===== src/rtl/shift_right_seq_if.sv =====
// shift_right_seq_if: request/result bundle for the multi-cycle right shifter.
//   ctrl_start      request, sampled only while the shifter is accepting
//   data_operandA   32-bit value to shift
//   ctrl_shiftamt   5-bit shift amount
//   ctrl_arith      1 = arithmetic fill, 0 = logical fill
//   data_result     working/final value
//   data_resultRDY  single-cycle completion pulse
//   busy            high while shift stages are being applied
// master = requester (processor side), slave = shifter.
interface shift_right_seq_if;
  localparam int unsigned DataW = 32;
  localparam int unsigned AmtW  = 5;

  logic             ctrl_start;
  logic [DataW-1:0] data_operandA;
  logic [AmtW-1:0]  ctrl_shiftamt;
  logic             ctrl_arith;
  logic [DataW-1:0] data_result;
  logic             data_resultRDY;
  logic             busy;

  modport master (
    output ctrl_start, data_operandA, ctrl_shiftamt, ctrl_arith,
    input  data_result, data_resultRDY, busy
  );

  modport slave (
    input  ctrl_start, data_operandA, ctrl_shiftamt, ctrl_arith,
    output data_result, data_resultRDY, busy
  );
endinterface


===== src/rtl/shift_right_seq.sv =====
// shift_right_seq: multi-cycle 32-bit right shifter (srl/sra), one
// power-of-two stage per clock, completion signalled by a one-cycle pulse.
// Ports:
//   clock  single clock, rising edge
//   reset  asynchronous, active-high; clears all state
//   bus    shift_right_seq_if.slave (request inputs, result/ready/busy outputs)
// Build option:
//   SHIFT_RIGHT_SEQ_EARLY_EXIT_EN  when defined, only stages whose shift-amount
//   bit is set are visited (highest first), so latency tracks popcount of the
//   shift amount; a zero shift amount completes straight from acceptance.
//   When undefined, the fixed 16/8/4/2/1 five-stage schedule is used.
module shift_right_seq (
  input  logic              clock,
  input  logic              reset,
  shift_right_seq_if.slave  bus
);

  localparam int unsigned DataW = 32;
  localparam int unsigned AmtW  = 5;
  localparam int unsigned IdxW  = 3;
  localparam logic [DataW-1:0] AllOnes = '1;

  typedef enum logic [1:0] {
    IDLE  = 2'd0,
    SHIFT = 2'd1,
    DONE  = 2'd2
  } state_e;

  state_e           state_q, state_d;
  logic [DataW-1:0] acc_q,   acc_d;
  logic [AmtW-1:0]  rem_q,   rem_d;
  logic             fill_q,  fill_d;
  logic             rdy_q,   rdy_d;
  logic             busy_q,  busy_d;
`ifndef SHIFT_RIGHT_SEQ_EARLY_EXIT_EN
  logic [IdxW-1:0]  idx_q,   idx_d;
`endif

  logic [IdxW-1:0]  stage_idx;
  logic [AmtW-1:0]  stage_sh;
  logic [DataW-1:0] stage_val;

  // Stage selection: fixed countdown, or the highest remaining set bit.
`ifdef SHIFT_RIGHT_SEQ_EARLY_EXIT_EN
  always_comb begin
    stage_idx = '0;
    for (int i = 0; i < int'(AmtW); i++) begin
      if (rem_q[i]) stage_idx = IdxW'(i);
    end
  end
`else
  assign stage_idx = idx_q;
`endif

  // One power-of-two shift (1..16) with vacated high bits set to the fill bit.
  always_comb begin
    stage_sh  = AmtW'(1) << stage_idx;
    stage_val = (acc_q >> stage_sh) | (fill_q ? ~(AllOnes >> stage_sh) : '0);
  end

  // Next-state and datapath update.
  always_comb begin
    state_d = state_q;
    acc_d   = acc_q;
    rem_d   = rem_q;
    fill_d  = fill_q;
`ifndef SHIFT_RIGHT_SEQ_EARLY_EXIT_EN
    idx_d   = idx_q;
`endif

    unique case (state_q)
      IDLE, DONE: begin
        if (bus.ctrl_start) begin
          acc_d  = bus.data_operandA;
          rem_d  = bus.ctrl_shiftamt;
          fill_d = bus.ctrl_arith & bus.data_operandA[DataW-1];
`ifdef SHIFT_RIGHT_SEQ_EARLY_EXIT_EN
          state_d = (bus.ctrl_shiftamt == '0) ? DONE : SHIFT;
`else
          idx_d   = IdxW'(AmtW - 1);
          state_d = SHIFT;
`endif
        end else if (state_q == DONE) begin
          state_d = IDLE;
        end
      end

      SHIFT: begin
`ifdef SHIFT_RIGHT_SEQ_EARLY_EXIT_EN
        // rem is never zero here: a zero amount bypasses SHIFT entirely.
        acc_d = stage_val;
        rem_d = rem_q & ~(AmtW'(1) << stage_idx);
        if (rem_d == '0) state_d = DONE;
`else
        if (rem_q[idx_q]) acc_d = stage_val;
        if (idx_q == '0) begin
          state_d = DONE;
        end else begin
          idx_d = idx_q - IdxW'(1);
        end
`endif
      end

      default: state_d = IDLE;
    endcase

    // Status outputs are registered from the next state so they line up with it.
    rdy_d  = (state_d == DONE);
    busy_d = (state_d == SHIFT);
  end

  // State and datapath registers.
  always_ff @(posedge clock or posedge reset) begin
    if (reset) begin
      state_q <= IDLE;
      acc_q   <= '0;
      rem_q   <= '0;
      fill_q  <= 1'b0;
      rdy_q   <= 1'b0;
      busy_q  <= 1'b0;
`ifndef SHIFT_RIGHT_SEQ_EARLY_EXIT_EN
      idx_q   <= '0;
`endif
    end else begin
      state_q <= state_d;
      acc_q   <= acc_d;
      rem_q   <= rem_d;
      fill_q  <= fill_d;
      rdy_q   <= rdy_d;
      busy_q  <= busy_d;
`ifndef SHIFT_RIGHT_SEQ_EARLY_EXIT_EN
      idx_q   <= idx_d;
`endif
    end
  end

  assign bus.data_result    = acc_q;
  assign bus.data_resultRDY = rdy_q;
  assign bus.busy           = busy_q;

endmodule

===== src/flat_wrapper.sv =====
// flat-port wrapper written by rule: the top's interface ports become plain ports
module shift_right_seq_flat 
  (clock, reset, bus_ctrl_start, bus_data_operandA, bus_ctrl_shiftamt, bus_ctrl_arith, bus_data_result, bus_data_resultRDY, bus_busy);
  shift_right_seq_if bus_i ();
  input  logic clock;
  input  logic reset;
  input wire logic [$bits(bus_i.ctrl_start)-1:0] bus_ctrl_start;
  input wire logic [$bits(bus_i.data_operandA)-1:0] bus_data_operandA;
  input wire logic [$bits(bus_i.ctrl_shiftamt)-1:0] bus_ctrl_shiftamt;
  input wire logic [$bits(bus_i.ctrl_arith)-1:0] bus_ctrl_arith;
  output wire logic [$bits(bus_i.data_result)-1:0] bus_data_result;
  output wire logic [$bits(bus_i.data_resultRDY)-1:0] bus_data_resultRDY;
  output wire logic [$bits(bus_i.busy)-1:0] bus_busy;
  assign bus_i.ctrl_start = bus_ctrl_start;
  assign bus_i.data_operandA = bus_data_operandA;
  assign bus_i.ctrl_shiftamt = bus_ctrl_shiftamt;
  assign bus_i.ctrl_arith = bus_ctrl_arith;
  assign bus_data_result = bus_i.data_result;
  assign bus_data_resultRDY = bus_i.data_resultRDY;
  assign bus_busy = bus_i.busy;
  shift_right_seq u_core (.clock(clock), .reset(reset), .bus(bus_i));
endmodule

===== config.mk =====
export PLATFORM = sky130hd
export DESIGN_NAME = shift_right_seq_flat
export DESIGN_NICKNAME = d
export VERILOG_FILES = /design/src/rtl/shift_right_seq_if.sv /design/src/rtl/shift_right_seq.sv /design/src/flat_wrapper.sv
export SDC_FILE = /design/constraint.sdc
export NUM_CORES = 1
export LEC_CHECK = 0
export CAP_MARGIN = 10
export CORE_MARGIN = 8
export CORE_UTILIZATION = 49
export CTS_CLUSTER_DIAMETER = 120
export DETAILED_ROUTE_END_ITERATION = 7
export GPL_TIMING_DRIVEN = 1
export PLACE_DENSITY = 0.84
export SLEW_MARGIN = 15
export SYNTH_ARGS = -nofsm -noshare
export SYNTH_HDL_FRONTEND = slang
export SYNTH_SLANG_ARGS = --single-unit

===== constraint.sdc =====
create_clock -name clock -period 2.52 [get_ports clock]
set_clock_uncertainty 0.1 [all_clocks]
set_input_delay 0.504 -clock clock [delete_from_list [all_inputs] [get_ports clock]]
set_output_delay 0.504 -clock clock [all_outputs]
set_load 0.02 [all_outputs]

==> flow_summary_export.csv <==
group,metric,value,unit
status,status,"completed",
setup_path,critPathKind,"reg2reg",
logic_synthesis,syn_inst,549,
setup_path,critical_path_peak_fanout,7,
timing,layout_min_cycle_time,2.52,ns
drt,drc,0,
timing,finalMaxSlewViolations,0,
grt,grt_pass1_wl,30300,µm
die,die_w,111,µm
logic_synthesis,synth_compound_area_frac,0.276,
logic_synthesis,synthTopCellsByCount,"87 x nand2_1, 45 x dfrtp_1, 42 x mux2i_1",
logic_synthesis,synth_top_area_frac,0.255,
logic_synthesis,synth_area_per_cell,8.03,µm²
timing,tightest_slew,0.637,ns
drt,wl_per_cell,24.8,µm
logic_synthesis,synth_most_common_cell,"nand2_1",
clock_tree,cts_root_buf,"clkbuf_8",
timing,timing.final.ws_setup,0.000646,ns
setup_path,arrival,2.63,ns
setup_path,crit_path_start_kind,"flop",
setup_path,r2r-start,"u_core.idx_q[0]",
min_path,min_from,"u_core.rem_q[0]",
logic_synthesis,synthSimpleGateAreaFrac,0.211,
layout,drive_gt1_frac,0.246,
drt,dr.pass1.iters,5,
clock_tree,cts_max_level,2,
job,drv_cap,0,
logic_synthesis,synth_seq_cells,45,
timing,finalHoldViolCount,0,
drt,drt-total-wl,19600,µm
logic_synthesis,synthAdderAreaFrac,0.0142,
placed_design,hpwl,14700,µm
layout,area_growth,38.6,%
clock_tree,cts_tree,"built",
layout,final_nets,729,
layout,final_cell_area,6110,µm²
die,die_h,111,µm
clock_tree,ctsHoldBuffers,0,
clock_tree,clk_path_buf_depth,2,
logic_synthesis,synth.area.mux_share,0.168,
placed_design,place_area,5800,µm²
logic_synthesis,synthTopCellsByArea,"dfrtp_1 26%, mux2i_1 9.5%, nand2_1 7.4%",
drt,routed_via_density,6.71,
timing,max_freq,397,MHz
pwr,power,10200,µW
grt,antenna_found_initial,0,
clock_tree,cts_made_buffers,5,
die,start_util,0.505,
setup_path,worstRegToRegCells,11,
die,core,8720,µm²
clock_tree,clock_sinks,45,
logic_synthesis,synthArstFlopShare,1.00,
setup_path,end_kind,"flop",
placed_design,place_ws,-0.112,ns
timing,holdWs,0.391,ns
logic_synthesis,ys_types,72,
logic_synthesis,synth_area,4410,µm²
grt,globalRouteTotalUtil,0.305,
logic_synthesis,ys.flop_type,"dfrtp_1",
setup_path,worstPathRequired,2.63,ns
placed_design,globalplace.congestion,1.06,
timing,finalCritPeriodShare,1.00,
die,ios,75,
grt,gr-total-overflow,0,
logic_synthesis,synth_fp_nets,595,
logic_synthesis,synth_edf_count,0,
logic_synthesis,synth_top_cell_by_area,"dfrtp_1",
timing,fin_setup_tns,0,ns
die,die-area,12300,µm²
die,row_count,34,
drt,antenna_left,0,
min_path,hold_depth,2,
clock_tree,path_clk_slew,0.12,ns
grt,grt_max_degree,46,
setup_path,crit_start,"u_core.idx_q[0]",
pwr,irDropWorstVdd,1.35,mV
logic_synthesis,synth_xor_area_frac,0.00199,
logic_synthesis,yosysWarnings,0,
pwr,power_density,1660,nW/µm²
clock_tree,clk_latency,0.33,ns
placed_design,portBuffers,74,
logic_synthesis,synth_top_family_by_area,"compound AO/OA/AOI/OAI gates",
layout,num_antenna_cells,0,
logic_synthesis,synth-seq-area-share,0.255,
drt,vias,5315,
grt,grt_pass1_vias,5285,
min_path,hp-class,"reg2reg",
timing,setup_viol,0,
timing,slew_headroom,0.575,
drt,first_iter_violations,625,
pwr,p_leak,0.00257,µW
==> final timing paths <==
check	endpoint	slack, ns
worst max-delay path	u_core.bus.data_result[14]	0.0006
worst min-delay path	u_core.rem_q[0]	0.39
worst max register to register	u_core.bus.data_result[14]	0.0006
worst min register to register	u_core.rem_q[0]	0.39
max in group asynchronous	u_core.idx_q[0]	1.31
min in group asynchronous	u_core.bus.data_result[10]	0.56
==> sequential cells by signal, summed over array words and instances (netlist names) <==
name	count
u_core.bus.data_result	32
u_core.idx_q	3
u_core.bus.busy	1
u_core.rem_q	5
u_core.state_q	2
u_core.fill_q	1
u_core.bus.data_resultRDY	1
==> per-stage QoR <==
stage               std cells   util
floorplan                 549      -
global placement          774  0.665
global route              792  0.701
detailed placement        774  0.665
CTS                       791  0.689
finish                    792  0.701
==> where the power goes <==
group          switching [µW]  internal [µW]  total, µW
Combinational            4310           3550       7860
Clock                     329            211        540
Sequential                686           1070       1760
==> worst max-delay path, stage by stage (launching register included) <==
cell and delay [ns]:
dfrtp_2 0.44, inv_2 0.12, ha_4 0.19, and2b_4 0.23, buf_12 0.13, buf_4 0.11
mux2i_2 0.26, mux2i_4 0.12, mux2i_2 0.20, buf_4 0.16, o211ai_1 0.15, a2bb2oi_1 0.17
==> routing by layer <==
layer  up-vias  track usage  routed length, µm
li1       2312            -                  -
met1      2538        0.400               7740
met2       406        0.450               8670
met3        59        0.107               2700
met4         0        0.110                526
met5         -            0                  0
==> cell families after synthesis <==
logic type,count (synthesis)
DFF,45
and+or+nand+nor,199
xor gates and xnor gates,1
adders and majority gates,5
muxes,59
buffers and inverters,64
AOI/OAI and AO/OA,176
==> cells in the final DEF (no fill, tap or decap), types with 6 or more instances in the layout <==
cell and instances:
dfrtp_1 44, buf_12 7, a32oi_1 7, mux4_2 10
nand2b_1 6, nor2b_1 15, or3_1 6, a211oi_1 7
a21oi_1 31, buf_4 98, o21ai_0 36, mux2i_1 36
nand2_1 87, o211ai_1 9, a31oi_1 9, nor3_1 14
nand3_1 10, clkdlybuf4s50_1 74, inv_1 6, nor2_1 34
o21ai_1 12
==> area by class of cell <==
class | instances | area (µm²)
Inverter | 10 | 37.5
Timing Repair Buffer | 181 | 1640
Sequential cell | 45 | 1130
Clock buffer | 5 | 68.8
Fill cell | 729 | 2610
Clock inverter | 3 | 28.8
Multi-Input combinational cell | 440 | 3070
Tap cell | 108 | 135
==> timing repair <==
item                                    CTS  global route
buffers inserted                          9             1
pin swaps                                 0             2
endpoints found under the setup margin    9            25
cloned                                    0             0
gates resized for setup                   6            22
Note: power is estimated with default switching activity, not from simulation.
